$ cat src/rtl/inst_fetch_resp_pkg.sv
// Shared types and constants for the instruction fetch response path:
// bus widths, the zero/nop word, chip-enable level and fetch FSM states.
package inst_fetch_resp_pkg;

    localparam int INST_ADDR_W       = 32;
    localparam int INST_W            = 32;
    localparam int FETCH_TIMEOUT_DEF = 64;

    localparam logic [INST_W-1:0] ZERO_WORD   = '0;
    localparam logic              CHIP_ENABLE = 1'b1;

    typedef enum logic {
        FETCH_IDLE = 1'b0,
        FETCH_WAIT = 1'b1
    } fetch_state_e;

    function automatic logic [INST_ADDR_W-1:0] word_align(input logic [INST_ADDR_W-1:0] a);
        return {a[INST_ADDR_W-1:2], 2'b00};
    endfunction

endpackage

$ cat src/rtl/inst_fetch_resp.sv
// Instruction fetch front end: single-entry line buffer answering hits
// combinationally, refilled from backing memory with a bounded wait.
module inst_fetch_resp
    import inst_fetch_resp_pkg::*;
#(
    parameter int TIMEOUT = FETCH_TIMEOUT_DEF
) (
    input  logic                   clk,
    input  logic                   rst,
    input  logic                   ce_i,
    input  logic [INST_ADDR_W-1:0] addr_i,
    input  logic                   flush_i,
    output logic [INST_W-1:0]      inst_o,
    output logic                   stallreq_o,
    output logic                   bus_err_o,
    output logic                   mem_req_o,
    output logic [INST_ADDR_W-1:0] mem_addr_o,
    input  logic [INST_W-1:0]      mem_data_i,
    input  logic                   mem_ack_i
);

    localparam logic [7:0] CNT_TERM = 8'(TIMEOUT - 1);

    fetch_state_e          state_q, state_d;
    logic                  valid_q;
    logic [31:2]           tag_q;
    logic [INST_W-1:0]     data_q;
    logic [INST_ADDR_W-1:0] mem_addr_q;
    logic [7:0]            cnt_q;
    logic                  discard_q;
    logic                  bus_err_q;

    logic aligned, fetch_on, hit, miss;
    logic start_req, ack_done, timeout_hit, fill;

    assign aligned  = (addr_i[1:0] == 2'b00);
    assign fetch_on = (ce_i == CHIP_ENABLE);
    assign hit      = fetch_on && aligned && valid_q && (tag_q == addr_i[31:2]);
    assign miss     = fetch_on && aligned && !hit;

    assign inst_o     = hit ? data_q : ZERO_WORD;
    assign stallreq_o = miss;
    assign mem_req_o  = (state_q == FETCH_WAIT);
    assign mem_addr_o = mem_addr_q;
    assign bus_err_o  = bus_err_q;

    always_ff @(posedge clk) begin
        if (rst) begin
            state_q <= FETCH_IDLE;
        end else begin
            state_q <= state_d;
        end
    end

    always_comb begin
        state_d     = state_q;
        start_req   = 1'b0;
        ack_done    = 1'b0;
        timeout_hit = 1'b0;
        case (state_q)
            FETCH_IDLE: begin
                if (miss) begin
                    state_d   = FETCH_WAIT;
                    start_req = 1'b1;
                end
            end
            FETCH_WAIT: begin
                // An ack on the terminal-count cycle still counts as a normal fill.
                if (mem_ack_i) begin
                    ack_done = 1'b1;
                    state_d  = FETCH_IDLE;
                end else if (cnt_q == CNT_TERM) begin
                    timeout_hit = 1'b1;
                    state_d     = FETCH_IDLE;
                end
            end
            default: state_d = FETCH_IDLE;
        endcase
    end

    assign fill = (ack_done || timeout_hit) && !discard_q && !flush_i;

    always_ff @(posedge clk) begin
        if (rst) begin
            valid_q    <= 1'b0;
            tag_q      <= '0;
            data_q     <= ZERO_WORD;
            mem_addr_q <= '0;
            cnt_q      <= '0;
            discard_q  <= 1'b0;
            bus_err_q  <= 1'b0;
        end else begin
            bus_err_q <= (fetch_on && !aligned) || timeout_hit;

            if (start_req) begin
                mem_addr_q <= word_align(addr_i);
                cnt_q      <= '0;
            end else if ((state_q == FETCH_WAIT) && !ack_done && !timeout_hit) begin
                cnt_q <= cnt_q + 8'd1;
            end

            if (start_req || ack_done || timeout_hit) begin
                discard_q <= 1'b0;
            end else if (flush_i && (state_q == FETCH_WAIT)) begin
                discard_q <= 1'b1;
            end

            // A timed-out fetch leaves a nop in the buffer so the CPU can move on.
            if (fill) begin
                valid_q <= 1'b1;
                tag_q   <= mem_addr_q[31:2];
                data_q  <= ack_done ? mem_data_i : ZERO_WORD;
            end else if (flush_i) begin
                valid_q <= 1'b0;
            end
        end
    end

endmodule

$ cat config.mk
export PLATFORM = sky130hd
export DESIGN_NAME = inst_fetch_resp
export DESIGN_NICKNAME = d
export VERILOG_FILES = /design/src/rtl/inst_fetch_resp_pkg.sv /design/src/rtl/inst_fetch_resp.sv
export SDC_FILE = /design/constraint.sdc
export NUM_CORES = 1
export LEC_CHECK = 0
export ABC_AREA = 1
export ABC_CLOCK_PERIOD_IN_PS = 1700
export CAP_MARGIN = 10
export CORE_MARGIN = 4
export CORE_UTILIZATION = 45
export CTS_BUF_LIST = sky130_fd_sc_hd__clkbuf_16
export CTS_CLUSTER_SIZE = 28
export DETAILED_ROUTE_END_ITERATION = 12
export PLACE_DENSITY = 0.76
export SYNTH_ARGS = -nofsm -noshare
export SYNTH_HDL_FRONTEND = slang
export SYNTH_SLANG_ARGS = --single-unit
$ cat constraint.sdc
create_clock -name clk -period 1.7 [get_ports clk]
set_input_delay 0.34 -clock clk [delete_from_list [all_inputs] [get_ports clk]]
set_output_delay 0.34 -clock clk [all_outputs]
set_load 0.01 [all_outputs]
==> run metrics, run 1 <==
crit path launch type flip-flop; Power Internal 4.32 mW; Root Buffer clkbuf_16; GRT Resource Usage Total 0.319; register bit count reported by yosys 104; Post-Synth XOR/XNOR Area 0.0115; mux contribution to synthesized area 0; die area 13600 um2; final WL 29900 um; Post-Syn Area 5320 um2; commonest non-fill, non-tap cell in the layout nand2_1; clock transition at the registers of the reported paths 80 ps; adder-cell share of the synthesized area 0.00235; vias 7634; WP data required 1360 ps; Die Y 117 um; Net Sw Power 1.74 mW; CP endpoint kind output pin; Data arrival, critical path 2180 ps; switch share 0.287; Inserted Diodes 0; DR iter-0 viols 1252; placed inst area 7360 um2; hold-fix buffer count after cts 0; Slew Viols, Final 0; Gate Count Post-Synth 880; compound-cell area share of the yosys netlist 0.0498; worst hold slack 355 ps; # setup viols final 137; Syn. warnings 0; vias in the first global route 6568; min-delay worst type input pin to flip-flop; worst setup path class flip-flop to output pin; GRT overflow 0; met3 Use GR 0.0694; Final ANT Viol Nets 0; first-pass GRT wire length 33900 um; predominant post-synthesis flop cell dfxtp_1; Starting Density 0.462; Post-synth EDFFs 0; Setup WS post-layout -816 ps; Skew-Pair Late Insertion Delay 360 ps; peak supply drop 787 uV; Non-Filler Instances 1282; Final Critical Period 2520 ps; Final Util 0.870; initial antenna violation count 0; Static Leakage 4.70 nW; Die Wd 117 um; period utilization 1.48; # nets final 1204; Clock Path Buffers 2; core area 11500 um2; TritonCTS Buffers 9; layout cell share with drive strength beyond 1 0.496; Final Instance Area 10000 um2; GRT met2 Usage 0.526; TritonCTS clock tree built; status finished, violations left; simple-gate area share of the yosys netlist 0.382; Netlist cell types 29; largest net degree at the start of global routing 53; GR peak layer met2; Cells after DPL 1186; Vias/cell 5.95; H-tree levels 3; total power 6.06 mW; clk sinks 104; clock skew 16.6 ps; maximum clock rate 0.397 GHz; Crit Path Max Fanout 7; GP Congestion 0.806; RSZ-0062 raised after global routing yes; sequential area share after synthesis 0.391; Max Cap Viol 0; P&R area growth vs syn 88.3%; Synth Area per Inst 6.05 um2; # IOs 136; Sequential Power Share 0.423; Residual DRC 0; ys async rst share 0; drt wl/cell 23.3 um; failing checks setup timing; most frequent cells in the layout nand2_1, inv_1, buf_4, nand2_2, dfxtp_1; Final Hold Violating Endpoints 0; post-DP HPWL 10400 um; First-pass DRT Iterations 6; met1 usage 0.402; power per cell area 605 nW/um2; row cnt 39; I/O Buffers 133; largest family of logic cells by synthesized area simple AND/OR/NAND/NOR gates; Clk pwr share 0.389; Comb pwr share 0.189
flip-flops by register name (all words and copies together), names as in the netlist:
name        flops
discard_q       1
data_q         32
cnt_q           8
mem_req_o       1
valid_q         1
mem_addr_o     30
tag_q          30
bus_err_o       1
routing by layer:
metal	part of all wire	wire, um
met1	0.34	10100
met2	0.46	13700
met3	0.12	3720
met4	0.082	2450
met5	0	0
area by class of cell:
| class | count | area, um2 |
|---|---|---|
| tap | 143 | 179 |
| clock buffer | 9 | 225 |
| inverter | 171 | 646 |
| fill | 489 | 1500 |
| clock inverter | 7 | 93.8 |
| timing repair buffer | 283 | 3050 |
| sequential | 104 | 2120 |
| multi-input combinational | 565 | 3710 |
logic make-up (layout without fill, tap and decap cells):
group	after synthesis	count (layout)
and+or+nand+nor	501	503
other	1	2
xor gates and xnor gates	7	7
adders and majority gates	1	1
buffers and inverters	214	470
DFF	104	104
AOI/OAI and AO/OA	52	52
timing repair:
action / 4_1_cts / 5_1_grt
gates resized for setup: 369 / 314
endpoints found under the hold margin: 0 / 0
pin swaps: 35 / 73
buffers inserted: 53 / 16
gates cloned: 22 / 3
setup endpoints to repair: 135 / 141
synthesized netlist by cell type, types with 3 or more instances:
cell	count	area share
a21oi_1	46	0.043
buf_1	6	0.0042
buf_2	12	0.011
buf_6	5	0.011
clkbuf_1	18	0.013
clkinv_1	10	0.0071
dfxtp_1	104	0.39
inv_1	159	0.11
nand2_1	284	0.20
nand3_1	8	0.0075
nand3_2	3	0.0056
nand4_1	35	0.041
nor2_1	161	0.11
o21ai_0	3	0.0028
xnor2_1	4	0.0066
xor2_1	3	0.0049
power by group through the flow:
stage               Clock, mW  Combinational [mW]  Sequential [mW]
floorplan                   0               0.311             2.61
global placement            0               0.716             2.60
detailed placement          0               0.724             2.60
CTS                      2.29               0.886             2.55
global route             2.42                1.19             2.57
finish                   2.36                1.14             2.56
path summary, 6_finish.rpt:
kind                            startpoint             to  slack [ps]  cells after the start
worst max-delay path              tag_q[9]      inst_o[4]        -820                     13
worst min-delay path             addr_i[0]      bus_err_o         360                      3
worst max register to register    tag_q[9]  mem_addr_o[2]        -670                     19
worst min register to register   tag_q[11]      tag_q[11]         490                      2
worst max-delay path: stages (launching register included):
cell and delay [ps]:
dfxtp_2 380, inv_2 70, nand2_2 70, nand2_1 80, inv_1 80, nand2_1 50, nor2_1 110, nand2_1 100
nor2_4 130, nand2_4 120, buf_12 160, buf_16 150, nor2_2 130, buf_2 170
metrics by stage:
step                setup slack, ps  TNS, ps
detailed placement            -1160   -72910
CTS                            -601   -36500
global placement              -1100   -68850
floorplan                     -27.0     -810
finish                         -816   -67490
global route                   -808   -74630
Note: power is estimated with default switching activity, not from simulation.
==> run 2, diff against run 1 <==
--- a/config.mk
+++ b/config.mk
@@ -7,13 +7,13 @@
 export LEC_CHECK = 0
 export ABC_AREA = 1
 export ABC_CLOCK_PERIOD_IN_PS = 1700
-export CAP_MARGIN = 10
 export CORE_MARGIN = 4
-export CORE_UTILIZATION = 45
+export CORE_UTILIZATION = 30
 export CTS_BUF_LIST = sky130_fd_sc_hd__clkbuf_16
 export CTS_CLUSTER_SIZE = 28
 export DETAILED_ROUTE_END_ITERATION = 12
-export PLACE_DENSITY = 0.76
+export GPL_TIMING_DRIVEN = 0
+export PLACE_DENSITY = 0.54
 export SYNTH_ARGS = -nofsm -noshare
 export SYNTH_HDL_FRONTEND = slang
 export SYNTH_SLANG_ARGS = --single-unit
==> run metrics, run 2 (same netlist as run 1, synthesis figures left out) <==
GP Congestion 0.801; status finished, violations left; GRT overflow 0; GRT met2 Usage 0.327; Die Wd 141 um; worst setup path class flip-flop to output pin; crit-path cells inv_1 -> nand2_1 -> nand2_1 -> nand2_1 -> nor2_1 -> nand2_1 -> nor2_4 -> nand2_4 -> buf_12 -> buf_8 -> buf_16 -> nor2_4 -> buf_6; # IOs 136; Reg2Reg Launch Point tag_q[15]; clock skew 11.2 ps; TritonCTS clock tree built; vias in the first global route 5861; vias 5973; Critical Path Start tag_q[15]; post-DP HPWL 12400 um; most frequent cells in the layout nand2_1, inv_1, nor2_1, dfxtp_1, clkdlybuf4s50_1; WP data required 1360 ps; failing checks setup timing; reg2reg setup slack -320 ps; largest net degree at the start of global routing 16; Final Hold Violating Endpoints 0; layout cell share with drive strength beyond 1 0.332; Fin Setup TNS -39470 ps; met1 usage 0.252; Max Cap Viol 0; GR peak layer met2; row cnt 48; DR iter-0 viols 356; RSZ-0062 raised after global routing yes; Layout fillers 1619; Top cell by count, worst path nand2_1; Setup WS post-layout -633 ps; Residual DRC 0; Data arrival, critical path 1990 ps; Static Leakage 4.48 nW; die area 19900 um2; P&R area growth vs syn 73.3%; Starting Density 0.307; maximum clock rate 0.429 GHz; switch share 0.265; min-delay worst type input pin to flip-flop; Sequential Power Share 0.464; delay-heaviest family, CP simple AND/OR/NAND/NOR gates; First-pass DRT Iterations 5; max reg flops 32; final WL 20200 um; I/O Buffers 132; TritonCTS Buffers 9; clk sinks 104; Clock Path Buffers 2; commonest non-fill, non-tap cell in the layout nand2_1; Least-Margin Pin Slew 667 ps; Crit Path Max Fanout 5; Vias/cell 4.50; # nets final 1167; min-delay src ce_i; CP max-delay cell dfxtp_1; Clk pwr share 0.378; Final Critical Period 2330 ps; buffer and inverter count on the worst path 5; Skew-Pair Late Insertion Delay 370 ps; peak supply drop 549 uV; max incr delay on CP 310 ps; H-tree levels 3; Die Y 141 um; met3 Use GR 0.0288; hold-fix buffer count after cts 0; Slew Viols, Final 0; Root Buffer clkbuf_16; crit path launch type flip-flop; CP endpoint kind output pin; clock transition at the registers of the reported paths 70 ps; Comb pwr share 0.158; period utilization 1.37; Final Util 0.532; Most flops, register data_q; first-pass GRT wire length 30800 um; Slew HR 0.556; power per cell area 595 nW/um2; Net Sw Power 1.45 mW; GRT Resource Usage Total 0.197; Final ANT Viol Nets 0; Power Internal 4.04 mW; drt wl/cell 15.2 um; # setup viols final 135; core area 17400 um2; initial antenna violation count 1
[run 2: cell count changes in the layout (fill, tap and decap cells not counted), moves of 24 or more]
cell | previous run | this run
inv_2 | 49 | 9
nand2_1 | 144 | 216
nor2_1 | 75 | 99
inv_1 | 116 | 153
nand2_2 | 94 | 53
buf_4 | 96 | 41
nand2_4 | 48 | 17
[run 2: timing repair]
| action | CTS | global route |
|---|---|---|
| endpoints found under the setup margin | 135 | 141 |
| setup buffers | 53 | 7 |
| gates cloned | 18 | 2 |
| gates resized for setup | 353 | 169 |
| pin swaps | 49 | 60 |
[run 2: final cells by class]
type	instances	area [um2]	area share
Multi-Input combinational cell	564	3230	0.350
Timing Repair Buffer	204	2200	0.239
Sequential cell	104	2110	0.229
Inverter	171	642	0.0696
Buffer	43	482	0.0522
Tap cell	225	282	0.0305
Clock buffer	9	225	0.0244
Clock inverter	6	52.6	0.00570
Antenna cell	1	2.50	0.000271
[run 2: layer usage]
layer	wire length [um]	share of wire
met1	8830	0.44
met2	9900	0.49
met3	841	0.042
met4	606	0.030
met5	0	0
[run 2: path summary, 6_finish.rpt]
check / end / depth (start not counted)
hold / removal: bus_err_o / 3
hold reg to reg: tag_q[30] / 2
setup / recovery: inst_o[30] / 13
setup reg to reg: mem_addr_o[2] / 17
[run 2: stage by stage]
stage | instances | setup WS (ps) | hold slack [ps] | power (mW) | cell area, um2
after floorplan | 881 | -27.0 | 419 | 2.92 | 5480
after global placement | 1238 | -1440 | 457 | 3.28 | 7080
after detailed placement | 1238 | -1420 | 460 | 3.28 | 7080
after CTS | 1323 | -638 | 403 | 5.47 | 8720
after global routing | 1327 | -731 | 396 | 5.71 | 9230
final | 1327 | -633 | 344 | 5.49 | 9230
[run 2: worst min-delay path: stages]
cell and delay [ps]:
clkdlybuf4s15_1 170, o21ai_0 70, a21oi_1 70
[run 2: power by group through the flow]
stage / clock network [mW] / registers, mW / logic (mW)
after CTS: 2.11 / 2.54 / 0.819
after global routing: 2.20 / 2.56 / 0.955
after global placement: 0 / 2.60 / 0.680
after floorplan: 0 / 2.61 / 0.311
final: 2.07 / 2.55 / 0.870
after detailed placement: 0 / 2.60 / 0.681
